==> src/rtl/serial_pkg.sv <==
// Shared serial-path types and defaults.
// Used by the word scheduler and the string receiver/transmitter.
package serial_pkg;

    localparam int DEF_BYTES_PER_WORD = 4;
    localparam int DEF_ACK_TIMEOUT    = 16;

    typedef enum logic [2:0] {
        IDLE,
        LOAD,
        START,
        WAIT_ACK,
        WAIT_DONE,
        NEXT
    } tx_state_e;

endpackage

==> src/rtl/rr_arbiter2.sv <==
// Two-way round-robin pick with last-served pointer.
// Pointer moves when the scheduler takes a pick.
module rr_arbiter2
    import serial_pkg::*;
(
    input  logic       i_Clk,
    input  logic       i_Rst,
    input  logic [1:0] i_req,
    input  logic       i_update,
    output logic [1:0] o_grant
);

    logic last_q;
    logic last_d;

    // Pick: a lone request wins, a tie goes to the one not served last.
    always_comb begin
        o_grant = 2'b00;
        last_d  = last_q;
        unique case (i_req)
            2'b01:   o_grant = 2'b01;
            2'b10:   o_grant = 2'b10;
            2'b11:   o_grant = last_q ? 2'b01 : 2'b10;
            default: o_grant = 2'b00;
        endcase
        if (i_update && (o_grant != 2'b00)) begin
            last_d = o_grant[1];
        end
    end

    // Last-served pointer; reset makes requester 0 win first.
    always_ff @(posedge i_Clk or negedge i_Rst) begin
        if (!i_Rst) begin
            last_q <= 1'b1;
        end else begin
            last_q <= last_d;
        end
    end

endmodule

==> src/rtl/uart_tx_scheduler.sv <==
// Serialises granted 32-bit words to a byte UART, MSB byte first.
// Two requesters share the UART under round-robin arbitration.
module uart_tx_scheduler
    import serial_pkg::*;
#(
    parameter int BYTES_PER_WORD = DEF_BYTES_PER_WORD,
    parameter int ACK_TIMEOUT    = DEF_ACK_TIMEOUT
) (
    input  logic        i_Clk,
    input  logic        i_Rst,
    input  logic [1:0]  i_req,
    input  logic [31:0] i_word0,
    input  logic [31:0] i_word1,
    input  logic        i_txd_busy,
    output logic [1:0]  o_grant,
    output logic [1:0]  o_done,
    output logic [7:0]  o_tx_data,
    output logic        o_tx_start,
    output logic        o_active
);

    localparam int BCW = $clog2(BYTES_PER_WORD) + 1;
    localparam int TCW = $clog2(ACK_TIMEOUT) + 1;

    tx_state_e   state_q, state_d;
    logic [31:0] shift_q, shift_d;
    logic [1:0]  grant_q, grant_d;
    logic [7:0]  data_q, data_d;
    logic [BCW-1:0] byte_cnt_q, byte_cnt_d;
    logic [TCW-1:0] to_cnt_q, to_cnt_d;
    logic [1:0]  arb_gnt;
    logic        arb_upd;

    assign arb_upd = (state_q == IDLE);

    rr_arbiter2 u_arb (
        .i_Clk    (i_Clk),
        .i_Rst    (i_Rst),
        .i_req    (i_req),
        .i_update (arb_upd),
        .o_grant  (arb_gnt)
    );

    assign o_grant   = grant_q;
    assign o_tx_data = data_q;
    assign o_active  = (state_q != IDLE);

    // Next-state, datapath and pulse outputs for the word sequencer.
    always_comb begin
        state_d    = state_q;
        shift_d    = shift_q;
        grant_d    = grant_q;
        data_d     = data_q;
        byte_cnt_d = byte_cnt_q;
        to_cnt_d   = to_cnt_q;
        o_done     = 2'b00;
        o_tx_start = 1'b0;
        unique case (state_q)
            IDLE: begin
                if (arb_gnt != 2'b00) begin
                    grant_d    = arb_gnt;
                    shift_d    = arb_gnt[0] ? i_word0 : i_word1;
                    byte_cnt_d = '0;
                    state_d    = LOAD;
                end
            end
            LOAD: begin
                data_d = shift_q[31:24];
                if (!i_txd_busy) begin
                    state_d = START;
                end
            end
            START: begin
                // A late busy would collide with the pulse; retry.
                if (i_txd_busy) begin
                    state_d = LOAD;
                end else begin
                    o_tx_start = 1'b1;
                    to_cnt_d   = '0;
                    state_d    = WAIT_ACK;
                end
            end
            WAIT_ACK: begin
                if (i_txd_busy) begin
                    state_d = WAIT_DONE;
                end else begin
                    to_cnt_d = to_cnt_q + 1'b1;
                    if (to_cnt_d == TCW'(ACK_TIMEOUT)) begin
                        state_d = NEXT;
                    end
                end
            end
            WAIT_DONE: begin
                if (!i_txd_busy) begin
                    state_d = NEXT;
                end
            end
            NEXT: begin
                shift_d    = {shift_q[23:0], 8'h00};
                byte_cnt_d = byte_cnt_q + 1'b1;
                if (byte_cnt_d < BCW'(BYTES_PER_WORD)) begin
                    state_d = LOAD;
                end else begin
                    o_done  = grant_q;
                    grant_d = 2'b00;
                    state_d = IDLE;
                end
            end
            default: state_d = IDLE;
        endcase
    end

    // State and datapath registers; reset abandons any word.
    always_ff @(posedge i_Clk or negedge i_Rst) begin
        if (!i_Rst) begin
            state_q    <= IDLE;
            shift_q    <= '0;
            grant_q    <= '0;
            data_q     <= '0;
            byte_cnt_q <= '0;
            to_cnt_q   <= '0;
        end else begin
            state_q    <= state_d;
            shift_q    <= shift_d;
            grant_q    <= grant_d;
            data_q     <= data_d;
            byte_cnt_q <= byte_cnt_d;
            to_cnt_q   <= to_cnt_d;
        end
    end

endmodule

==> config.mk <==
export PLATFORM = sky130hd
export DESIGN_NAME = uart_tx_scheduler
export DESIGN_NICKNAME = d
export VERILOG_FILES = /design/src/rtl/serial_pkg.sv /design/src/rtl/rr_arbiter2.sv /design/src/rtl/uart_tx_scheduler.sv
export SDC_FILE = /design/constraint.sdc
export NUM_CORES = 1
export LEC_CHECK = 0
export ABC_CLOCK_PERIOD_IN_PS = 1700
export BUFFER_PORTS_ARGS = -buffer_cell sky130_fd_sc_hd__buf_2
export CAP_MARGIN = 20
export CORE_ASPECT_RATIO = 0.9
export CORE_MARGIN = 2
export CORE_UTILIZATION = 45
export CTS_BUF_LIST = sky130_fd_sc_hd__clkbuf_16
export DETAILED_ROUTE_END_ITERATION = 10
export HOLD_SLACK_MARGIN = 0.1
export PLACE_DENSITY = 0.74
export SLEW_MARGIN = 5
export SYNTH_ARGS = -nofsm -noshare
export SYNTH_HDL_FRONTEND = slang
export SYNTH_HIERARCHICAL = 1
export SYNTH_SLANG_ARGS = --single-unit
==> constraint.sdc <==
create_clock -name i_Clk -period 1.7 [get_ports i_Clk]
set_input_delay 0.34 -clock i_Clk [delete_from_list [all_inputs] [get_ports i_Clk]]
set_output_delay 0.34 -clock i_Clk [all_outputs]
set_load 0.05 [all_outputs]
==> impl_metrics.json <==
{
  "outcome": "finished, violations left",
  "violations": "negative setup slack",
  "finalWorstSetupSlack_ns": -0.120,
  "synth_area_um2": 2870,
  "syn_inst": 282,
  "min_from": "i_req[0]",
  "clockBufferDepth": 2,
  "drc": 0,
  "die_h_um": 79.8,
  "synth-edff-count": 0,
  "r2r_end": "shift_q[18]",
  "timing_hold_violations_final": 0,
  "synth.area.top_cells": "dfrtp_1 (46%), mux2i_1 (12%), nand2_1 (4.6%)",
  "cts_tree": "built",
  "r2r_start": "u_arb/last_q",
  "place_ws_ns": -0.0757,
  "setup_viol": 5,
  "clock-sinks": 54,
  "viasPerCell": 5.41,
  "syn_nets": 353,
  "root_buffer": "clkbuf_16",
  "grt_pass1_vias": 2305,
  "num_vias": 2612,
  "post_drt_wl_per_cell_um": 16.8,
  "critPathLaunchType": "flip-flop",
  "drive_above_1_share": 0.492,
  "yosysSeqAreaShare": 0.471,
  "holdPathEnd": "u_arb/last_q",
  "yosys-top-cells-count": "dfrtp_1 (53), nand2_1 (35), mux2i_1 (33)",
  "htreeDepth": 2,
  "p_per_area_nw_per_um2": 1760,
  "gp_congestion": 0.766,
  "drt_iter0_markers": 173,
  "synth.most_common_cell": "dfrtp_1",
  "dp_hpwl_um": 4550,
  "worstPathRequired_ns": 1.36,
  "gr-total-overflow": 0,
  "skew_ns": 0.00398,
  "yosys.area.top_type": "dfrtp_1",
  "maxCapViolations": 0,
  "postRouteAntennaNets": 0,
  "start_util": 0.467,
  "track_usage": 0.203,
  "fp.dieW_um": 88.2,
  "drv_slew": 0,
  "core_area_um2": 6150,
  "post-route-period-util": 1.07,
  "boundaryPins": 83,
  "die_area_um2": 7040,
  "path_class": "flip-flop to output port",
  "clk_pin_slew_ns": 0.07,
  "synth_cell_types": 43,
  "ir_drop_v": 0.000922,
  "syn_to_final_growth_pct": 47.7,
  "hp-class": "input pin to flip-flop",
  "synthArstFlopShare": 1.00,
  "leakagePower_nw": 1.97,
  "numCtsBuffers": 5,
  "path_max_fanout": 3,
  "fmax_ghz": 0.550,
  "grt_max_degree": 55,
  "drt_pass1_iterations": 4,
  "period_needed_ns": 1.82,
  "ys_ff_latch": 54,
  "yosysTopAreaCellShare": 0.462,
  "grt_pass1_wl_um": 11000,
  "critical_path_arrival_ns": 1.48,
  "postSynthAreaPerCell_um2": 10.2,
  "hold_depth": 2,
  "power.total_w": 0.00745,
  "ys.warnings.count": 6,
  "synthFlopType": "dfrtp_1",
  "reg2reg_depth": 7,
  "rrSetupSlack_ns": -0.02,
  "grt_antenna_before_repair": 0,
  "fp-row-count": 27,
  "wirelength_um": 8090,
  "rsz0062_at_grt": "true",
  "final_nets": 466,
  "port_buffers": 82,
  "tightest_slew_ns": 0.296,
  "end_kind": "output port",
  "tns_ns": -0.280,
  "diodes": 0,
  "insertion_delay_ns": 0.29,
  "maxSlewHeadroom": 0.802
}
## how the worst max path moves through the flow
| stage | end | start | slack, ns | cells past startpoint |
|---|---|---|---|---|
| floorplan | o_grant[0] | u_arb/last_q | 0.01 | 7 |
| global placement | shift_q[27] | u_arb/last_q | -0.02 | 6 |
| detailed placement | shift_q[29] | u_arb/last_q | -0.08 | 6 |
| CTS | o_done[1] | byte_cnt_q[0] | -0.16 | 5 |
| global route | o_done[0] | byte_cnt_q[1] | -0.17 | 5 |
| finish | o_done[0] | byte_cnt_q[1] | -0.12 | 5 |
## metal layers
metal	up-vias	track usage	wire length, um
met2	106	0.319	4020
met4	0	0.0515	144
met1	1244	0.282	3480
met3	13	0.0507	451
li1	1249	-	-
met5	-	0	0
## where the power goes
group	switching (W)	internal, W	total [W]	leakage [nW]
sequential	0.000479	0.00192	0.00239	0.657
clock	0.000472	0.000698	0.00117	0.0842
combinational	0.00208	0.00180	0.00388	1.23
## metrics by stage
stage / instances / hold WS (ns) / cell area, um^2 / util
2_1_floorplan: 282 / 0.0444 / 2880 / -
4_1_cts: 467 / 0.219 / 3820 / 0.622
3_3_place_gp: 448 / 0.355 / 3490 / 0.567
5_1_grt: 483 / 0.243 / 4240 / 0.690
6_report: 483 / 0.222 / 4240 / 0.690
3_5_place_dp: 448 / 0.356 / 3490 / 0.567
## cells by family (layout without fill, tap and decap cells)
group / after synthesis / after routing / synth area share
multiplexers: 42 / 42 / 0.150
buffers and inverters: 24 / 136 / 0.0457
adder cells (fa/ha/maj): 2 / 2 / 0.00871
flip-flops: 54 / 54 / 0.471
AO/OA/AOI/OAI: 62 / 62 / 0.159
AND/OR/NAND/NOR: 97 / 99 / 0.163
XOR/XNOR: 1 / 1 / 0.00305
## area by class of cell
| cell class | instances | area (um^2) |
|---|---|---|
| well taps | 87 | 109 |
| fillers | 457 | 1910 |
| clock buffers | 5 | 125 |
| flip-flops and latches | 54 | 1360 |
| repair buffers | 125 | 948 |
| multi-input cells | 206 | 1650 |
| inverters | 3 | 11.3 |
| clock inverters | 3 | 43.8 |
## worst max-delay path, cell delays in order, from the launching register on
cell and delay [ns]:
dfrtp_1 0.42, ha_4 0.20, xnor2_4 0.13, nor2_4 0.13
and2_4 0.16, buf_8 0.14
## registers in the layout, indices dropped and copies added (netlist names)
signal / count
shift_q: 32
o_tx_data: 8
to_cnt_q: 5
byte_cnt_q: 3
state_q: 3
o_grant: 2
u_arb/last_q: 1
## cells in the final DEF, fill, tap and decap left out, drive strengths merged
| cell type | netlist | routed |
|---|---|---|
| and2 | 3 | 5 |
| mux2 | 9 | 9 |
| clkbuf | 7 | 9 |
| nor2b | 1 | 1 |
| or4b | 2 | 2 |
| a221oi | 1 | 1 |
| nor3b | 1 | 1 |
| a211oi | 8 | 8 |
| dfrtp | 53 | 53 |
| dfstp | 1 | 1 |
| nand4b | 1 | 1 |
| nor3 | 2 | 2 |
| buf | 14 | 120 |
| mux2i | 33 | 33 |
| nand2 | 36 | 36 |
| o211ai | 17 | 17 |
| nand2b | 1 | 1 |
| nand3 | 24 | 24 |
| nor2 | 22 | 22 |
| clkinv | 0 | 1 |
| a21boi | 2 | 2 |
| o221a | 1 | 1 |
| a31oi | 2 | 2 |
| inv | 3 | 4 |
| dlygate4sd3 | 0 | 1 |
| o31a | 1 | 1 |
| a21oi | 14 | 14 |
| bufinv | 0 | 1 |
| or2 | 1 | 1 |
| and3b | 1 | 1 |
| ha | 2 | 2 |
| a22o | 4 | 4 |
| xnor2 | 1 | 1 |
| o21ai | 11 | 11 |
| nand3b | 2 | 2 |
| a21o | 1 | 1 |
## timing repair
action	CTS	global route
cloned	1	8
hold buffers	1	0
setup buffers	9	8
endpoints found under the hold margin	53	0
resized for setup	19	51
setup endpoints to repair	22	27
pin swaps	7	41
Note: power is estimated with default switching activity, not from simulation.
